### src/rtl/lii_pkg.sv
// Shared LII definitions: ID and counter widths, beat header layout and pointer sizing.
package lii_pkg;
  localparam int LII_ID_W   = 8;
  localparam int DROP_CNT_W = 16;

  typedef logic [LII_ID_W-1:0] lii_id_t;

  typedef struct packed {
    lii_id_t src;
    lii_id_t dst;
  } lii_hdr_t;

  // At least one pointer bit, even for a 2-entry FIFO.
  function automatic int ptr_w(input int depth);
    return (depth > 2) ? $clog2(depth) : 1;
  endfunction
endpackage

### src/rtl/lii_sync_fifo.sv
// First-word-fall-through synchronous FIFO with full/empty/count derived from a registered count.
module lii_sync_fifo
  import lii_pkg::*;
#(
  parameter int W     = 72,
  parameter int DEPTH = 4,
  localparam int PTR_W = ptr_w(DEPTH),
  localparam int CNT_W = PTR_W + 1
) (
  input  logic             clk,
  input  logic             rst_n,
  input  logic             wr_en,
  input  logic [W-1:0]     wr_data,
  input  logic             rd_en,
  output logic [W-1:0]     rd_data,
  output logic             full,
  output logic             empty,
  output logic [CNT_W-1:0] count
);
  logic [W-1:0]     mem [DEPTH];
  logic [PTR_W-1:0] wr_ptr_reg;
  logic [PTR_W-1:0] rd_ptr_reg;
  logic [CNT_W-1:0] count_reg;
  logic             push;
  logic             pop;

  assign full  = (count_reg == CNT_W'(DEPTH));
  assign empty = (count_reg == '0);
  assign count = count_reg;

  // Flags come from the registered count, so a same-cycle pop never frees a slot for a push.
  assign push = wr_en & ~full;
  assign pop  = rd_en & ~empty;

  assign rd_data = mem[rd_ptr_reg];

  always_ff @(posedge clk) begin
    if (push) mem[wr_ptr_reg] <= wr_data;
  end

  always_ff @(posedge clk or negedge rst_n) begin
    if (!rst_n) begin
      wr_ptr_reg <= '0;
      rd_ptr_reg <= '0;
      count_reg  <= '0;
    end else begin
      if (push) wr_ptr_reg <= wr_ptr_reg + 1'b1;
      if (pop)  rd_ptr_reg <= rd_ptr_reg + 1'b1;
      case ({push, pop})
        2'b10:   count_reg <= count_reg + 1'b1;
        2'b01:   count_reg <= count_reg - 1'b1;
        default: count_reg <= count_reg;
      endcase
    end
  end
endmodule

### src/rtl/lii_stream_adapter.sv
// LII phy-to-kernel adapter: filtered FWFT input FIFO, stamped output skid slice and kernel clock enable.
module lii_stream_adapter
  import lii_pkg::*;
#(
  parameter int          PW        = 128,
  parameter int          IW        = 72,
  parameter int          OW        = 56,
  parameter int          DEPTH     = 4,
  parameter logic [7:0]  NODE_ID   = 8'h00,
  parameter logic [7:0]  DEST_ID   = 8'h00,
  parameter bit          FILTER_EN = 1'b1
) (
  input  logic                  aclk,
  input  logic                  arstn,
  input  logic [PW-1:0]         lii_in_p0_tdata,
  input  logic                  lii_in_p0_tvalid,
  output logic                  lii_in_p0_tready,
  input  logic [LII_ID_W-1:0]   lii_in_p0_src,
  input  logic [LII_ID_W-1:0]   lii_in_p0_dst,
  output logic [PW-1:0]         lii_out_p0_tdata,
  output logic                  lii_out_p0_tvalid,
  input  logic                  lii_out_p0_tready,
  output logic [LII_ID_W-1:0]   lii_out_p0_src,
  output logic [LII_ID_W-1:0]   lii_out_p0_dst,
  output logic [IW-1:0]         kin_tdata,
  output logic                  kin_tvalid,
  input  logic                  kin_tready,
  input  logic [OW-1:0]         kout_tdata,
  input  logic                  kout_tvalid,
  output logic                  kout_tready,
  output logic                  ce,
  output logic [DROP_CNT_W-1:0] drop_count
);
  localparam int CNT_W = ptr_w(DEPTH) + 1;

  logic             match;
  logic             fifo_full;
  logic             fifo_empty;
  logic             push;
  logic             drop;
  logic [CNT_W-1:0] unused_fifo_count;

  logic [DROP_CNT_W-1:0] drop_cnt_reg;
  logic [DROP_CNT_W-1:0] drop_cnt_next;

  logic          main_valid_reg;
  logic [OW-1:0] main_data_reg;
  logic          skid_valid_reg;
  logic [OW-1:0] skid_data_reg;
  logic          out_fire;
  logic          in_accept;

  lii_hdr_t out_hdr;

  // ---------------- input path ----------------
  assign match            = !FILTER_EN || (lii_in_p0_dst == NODE_ID);
  assign lii_in_p0_tready = arstn & (~fifo_full | ~match);
  assign push             = lii_in_p0_tvalid & lii_in_p0_tready & match;
  assign drop             = lii_in_p0_tvalid & lii_in_p0_tready & ~match;

  lii_sync_fifo #(
    .W     (IW),
    .DEPTH (DEPTH)
  ) u_in_fifo (
    .clk     (aclk),
    .rst_n   (arstn),
    .wr_en   (push),
    .wr_data (lii_in_p0_tdata[IW-1:0]),
    .rd_en   (kin_tvalid & kin_tready),
    .rd_data (kin_tdata),
    .full    (fifo_full),
    .empty   (fifo_empty),
    .count   (unused_fifo_count)
  );

  assign kin_tvalid = arstn & ~fifo_empty;

  assign drop_cnt_next = (drop && drop_cnt_reg != '1) ? drop_cnt_reg + 1'b1 : drop_cnt_reg;

  always_ff @(posedge aclk or negedge arstn) begin
    if (!arstn) drop_cnt_reg <= '0;
    else        drop_cnt_reg <= drop_cnt_next;
  end

  assign drop_count = drop_cnt_reg;

  // Source ID and the bits above IW carry nothing this stage needs.
  logic unused_in_bits;
  generate
    if (IW < PW) begin : g_in_upper
      assign unused_in_bits = ^{lii_in_p0_src, lii_in_p0_tdata[PW-1:IW], unused_fifo_count};
    end else begin : g_in_full
      assign unused_in_bits = ^{lii_in_p0_src, unused_fifo_count};
    end
  endgenerate

  // ---------------- output skid slice ----------------
  assign kout_tready = arstn & ~skid_valid_reg;
  assign in_accept   = kout_tvalid & kout_tready;
  assign out_fire    = main_valid_reg & lii_out_p0_tready;

  always_ff @(posedge aclk or negedge arstn) begin
    if (!arstn) begin
      main_valid_reg <= 1'b0;
      main_data_reg  <= '0;
      skid_valid_reg <= 1'b0;
      skid_data_reg  <= '0;
    end else if (out_fire || !main_valid_reg) begin
      // Main slot frees up: skid has priority so order is preserved.
      if (skid_valid_reg) begin
        main_valid_reg <= 1'b1;
        main_data_reg  <= skid_data_reg;
        skid_valid_reg <= 1'b0;
      end else begin
        main_valid_reg <= in_accept;
        if (in_accept) main_data_reg <= kout_tdata;
      end
    end else if (in_accept) begin
      skid_valid_reg <= 1'b1;
      skid_data_reg  <= kout_tdata;
    end
  end

  assign out_hdr           = '{src: NODE_ID, dst: DEST_ID};
  assign lii_out_p0_tvalid = main_valid_reg;
  assign lii_out_p0_tdata  = PW'(main_data_reg);
  assign lii_out_p0_src    = out_hdr.src;
  assign lii_out_p0_dst    = out_hdr.dst;

  // Kernel runs only when neither side is back-pressured; all terms are registered.
  assign ce = arstn & ~skid_valid_reg & ~fifo_full;
endmodule

### config.mk
export PLATFORM = sky130hd
export DESIGN_NAME = lii_stream_adapter
export DESIGN_NICKNAME = d
export VERILOG_FILES = /design/src/rtl/lii_pkg.sv /design/src/rtl/lii_sync_fifo.sv /design/src/rtl/lii_stream_adapter.sv
export SDC_FILE = /design/constraint.sdc
export NUM_CORES = 1
export LEC_CHECK = 0
export BUFFER_PORTS_ARGS = -buffer_cell sky130_fd_sc_hd__clkbuf_2
export CELL_PAD_IN_SITES_DETAIL_PLACEMENT = 1
export CELL_PAD_IN_SITES_GLOBAL_PLACEMENT = 1
export CORE_MARGIN = 4
export CORE_UTILIZATION = 36
export CTS_BUF_LIST = sky130_fd_sc_hd__clkbuf_16
export DETAILED_ROUTE_END_ITERATION = 7
export PLACE_DENSITY = 0.64
export SYNTH_ARGS = -nofsm -noshare
export SYNTH_HDL_FRONTEND = slang
export SYNTH_HIERARCHICAL = 1
export SYNTH_SLANG_ARGS = --single-unit
### constraint.sdc
create_clock -name aclk -period 4.1 [get_ports aclk]
set_input_delay 0.82 -clock aclk [delete_from_list [all_inputs] [get_ports aclk]]
set_output_delay 0.82 -clock aclk [all_outputs]
set_load 0.03 [all_outputs]
==> results.ini <==
[worst_setup_path]
r2r_slack_ns=1.67
reg2reg_to=u_in_fifo/mem[2][15]
r2r-start=u_in_fifo/count[2]
critPathArrivalTime_ns=2.63
cp_max_fo=27
r2r_cells=5
slowest_delay_ns=0.80
worst-setup-path-type=register to output pin
required_ns=3.28
crit_chain=buf_4 > mux4_2 > clkbuf_2
cp-end-kind=output pin
slowest_stage=dfrtp_4
cp-startpoint=u_in_fifo/rd_ptr_reg[0]
start_kind=register

[power_and_ir_drop]
power_frac_seq=0.419
power_frac_clock=0.305
netSwitchingFraction=0.331
comb_power_share=0.276
p_switching_w=0.00422
vdd_drop_max_v=0.000312
power.internal_w=0.00852
leakagePower_nw=7.95
power_density_mw_per_mm2=622

[sta]
tns_ns=0
slew_headroom=0.271
max_freq_mhz=290
skew_ns=0.00997
drv_slew=0
hold_violations=0
timing.final.crit_share=0.841
min_period_ns=3.45
tightest_slew_ns=1.09
setup_viol=0
rsz0062_at_grt=no

[clocking]
cts_setup_buffers=0
h-tree-depth=2
cts_tree=done
cts_buffer_depth=3
cts_made_buffers=47
path_clk_slew_ns=0.06
postCtsResizedCells=0
cts_sinks=425
cts_hold_buf=0
clkLatencyLatePin_ns=0.56
cts_root_buf=clkbuf_16

[floorplan]
start_util=0.365
ios=443
coreArea_mm2=0.0467
die_w_um=226
die_y_um=226
dieArea_mm2=0.0509
row_count=79

[placement]
dp_cells=1837
place_congestion=0.724
hpwl_mm=26.7
port_buffers=290

[layout]
fillCellCount=4708
multi_input_area_mm2=0.00438
largest_reg_flops=288
drive_gt1_frac=0.402
regArea_mm2=0.0121
final_cells=1923
area_growth_pct=20.1
num-nets-final=1492

[synth]
synthTopCellsByCount=edfxtp_1 (288), dfrtp_1 (137), buf_4 (89)
synth_flop_cell=edfxtp_1
synth_top_area_cell=edfxtp_1
synth-compound-area-share=0.0188
yosysWarningCount=6
yosysMostFrequentCell=edfxtp_1
yosys.area_share.simple=0.0338
syn-cell-area_mm2=0.0170
ys_top_cells_by_area=edfxtp_1 (51%), dfrtp_1 (20%), mux4_2 (9.5%)
synthXorXnorAreaFrac=0.0108
synth_fa_ha_area_frac=0.00558
synth_cell_types=41
synth_edf_count=288
synth.mux.area_fraction=0.167
ys_ff_latch=425
synth_top_cell_area_share=0.507
synth_top_family_by_area=multiplexers
yosysSeqAreaShare=0.709
async_reset_ff_frac=0.322
synth_cells=955
syn_avg_cell_area_um2=17.8

[status]
outcome=finished, final reports clean

[grt]
grt_overflow_total=0
grt_pass1_wl_mm=59.3
grt.total_usage=0.151
antenna_found_initial=1
grt_pass1_vias=9803
grt_max_degree=74

[run]
maxCapViolations=0

[routing]
post_drt_wl_per_cell_um=20.4
first_iter_violations=378
vias=9054
drt-total-wl_mm=39.1
vias_per_cell=4.71
dr.pass1.iters=6
route.detailed.drc=0
drtAntennaViolNets=0

[hold_path]
hold_path_class=primary input to async pin

==> worst max path at each step <==
stage | end | slack [ns] | cells after the start
final | kin_tdata[29] | 0.65 | 3
after CTS | kin_tdata[29] | 0.54 | 3
after detailed placement | u_in_fifo/mem[3][15] | 0.75 | 6
after floorplan | u_in_fifo/mem[0][0] | 0.05 | 4
after global placement | u_in_fifo/mem[3][47] | 0.74 | 6
after global routing | kin_tdata[29] | 0.44 | 3
==> cells by family after synthesis <==
group                      Yosys count
and+or+nand+nor                    116
muxes                              187
adders and majority gates            7
DFF                                425
buffers and inverters              138
other                                1
AOI/OAI and AO/OA                   60
xor gates and xnor gates            21
==> routing by layer <==
layer  part of all wire  track usage
met1               0.41        0.192
met5            0.00036            0
met3              0.092       0.0645
met2               0.48        0.243
met4              0.016       0.0338
==> metrics by stage <==
step                      hold WS [ns]  setup WS, ns  utilization  power (W)  cell area [µm²]
after CTS                        0.130         0.538        0.439     0.0130            20500
final                            0.163         0.653        0.439     0.0127            20500
after detailed placement         0.490         0.751        0.408    0.00901            19000
after global routing             0.152         0.441        0.439     0.0134            20500
after global placement           0.482         0.736        0.408    0.00896            19000
after floorplan                  0.476        0.0507            -    0.00801            17400
==> power groups by stage <==
stage	clock network [W]	registers, W	logic (W)
floorplan	0	0.00552	0.00249
finish	0.00389	0.00533	0.00351
global route	0.00423	0.00541	0.00377
global placement	0	0.00541	0.00355
CTS	0.00404	0.00535	0.00360
detailed placement	0	0.00543	0.00358
==> final cells by class <==
class,count,share of cell area
inverter,7,0.00128
timing repair buffer,319,0.0873
tap,607,0.0371
multi-input combinational,479,0.214
clock buffer,48,0.0587
antenna,1,0.000122
sequential,425,0.590
clock inverter,37,0.0115
==> worst max-delay path, delay by kind of cell, from the launching register on <==
family                 cells  cell delay [ns]
flip-flops                 1             0.80
multiplexers               1             0.59
buffers and inverters      2             0.64
==> cell usage in the layout (no fill, tap or decap), types with 11 or more instances in the layout <==
| cell | instances |
|---|---|
| clkbuf_2 | 289 |
| edfxtp_1 | 288 |
| dfrtp_1 | 134 |
| conb_1 | 88 |
| mux4_2 | 72 |
| nor2_1 | 60 |
| a21oi_1 | 57 |
| mux2i_1 | 57 |
| mux2_2 | 57 |
| clkbuf_16 | 48 |
| buf_4 | 20 |
| inv_1 | 18 |
| xor2_1 | 17 |
| clkinv_1 | 11 |
Power figures use the tool's default switching activity.
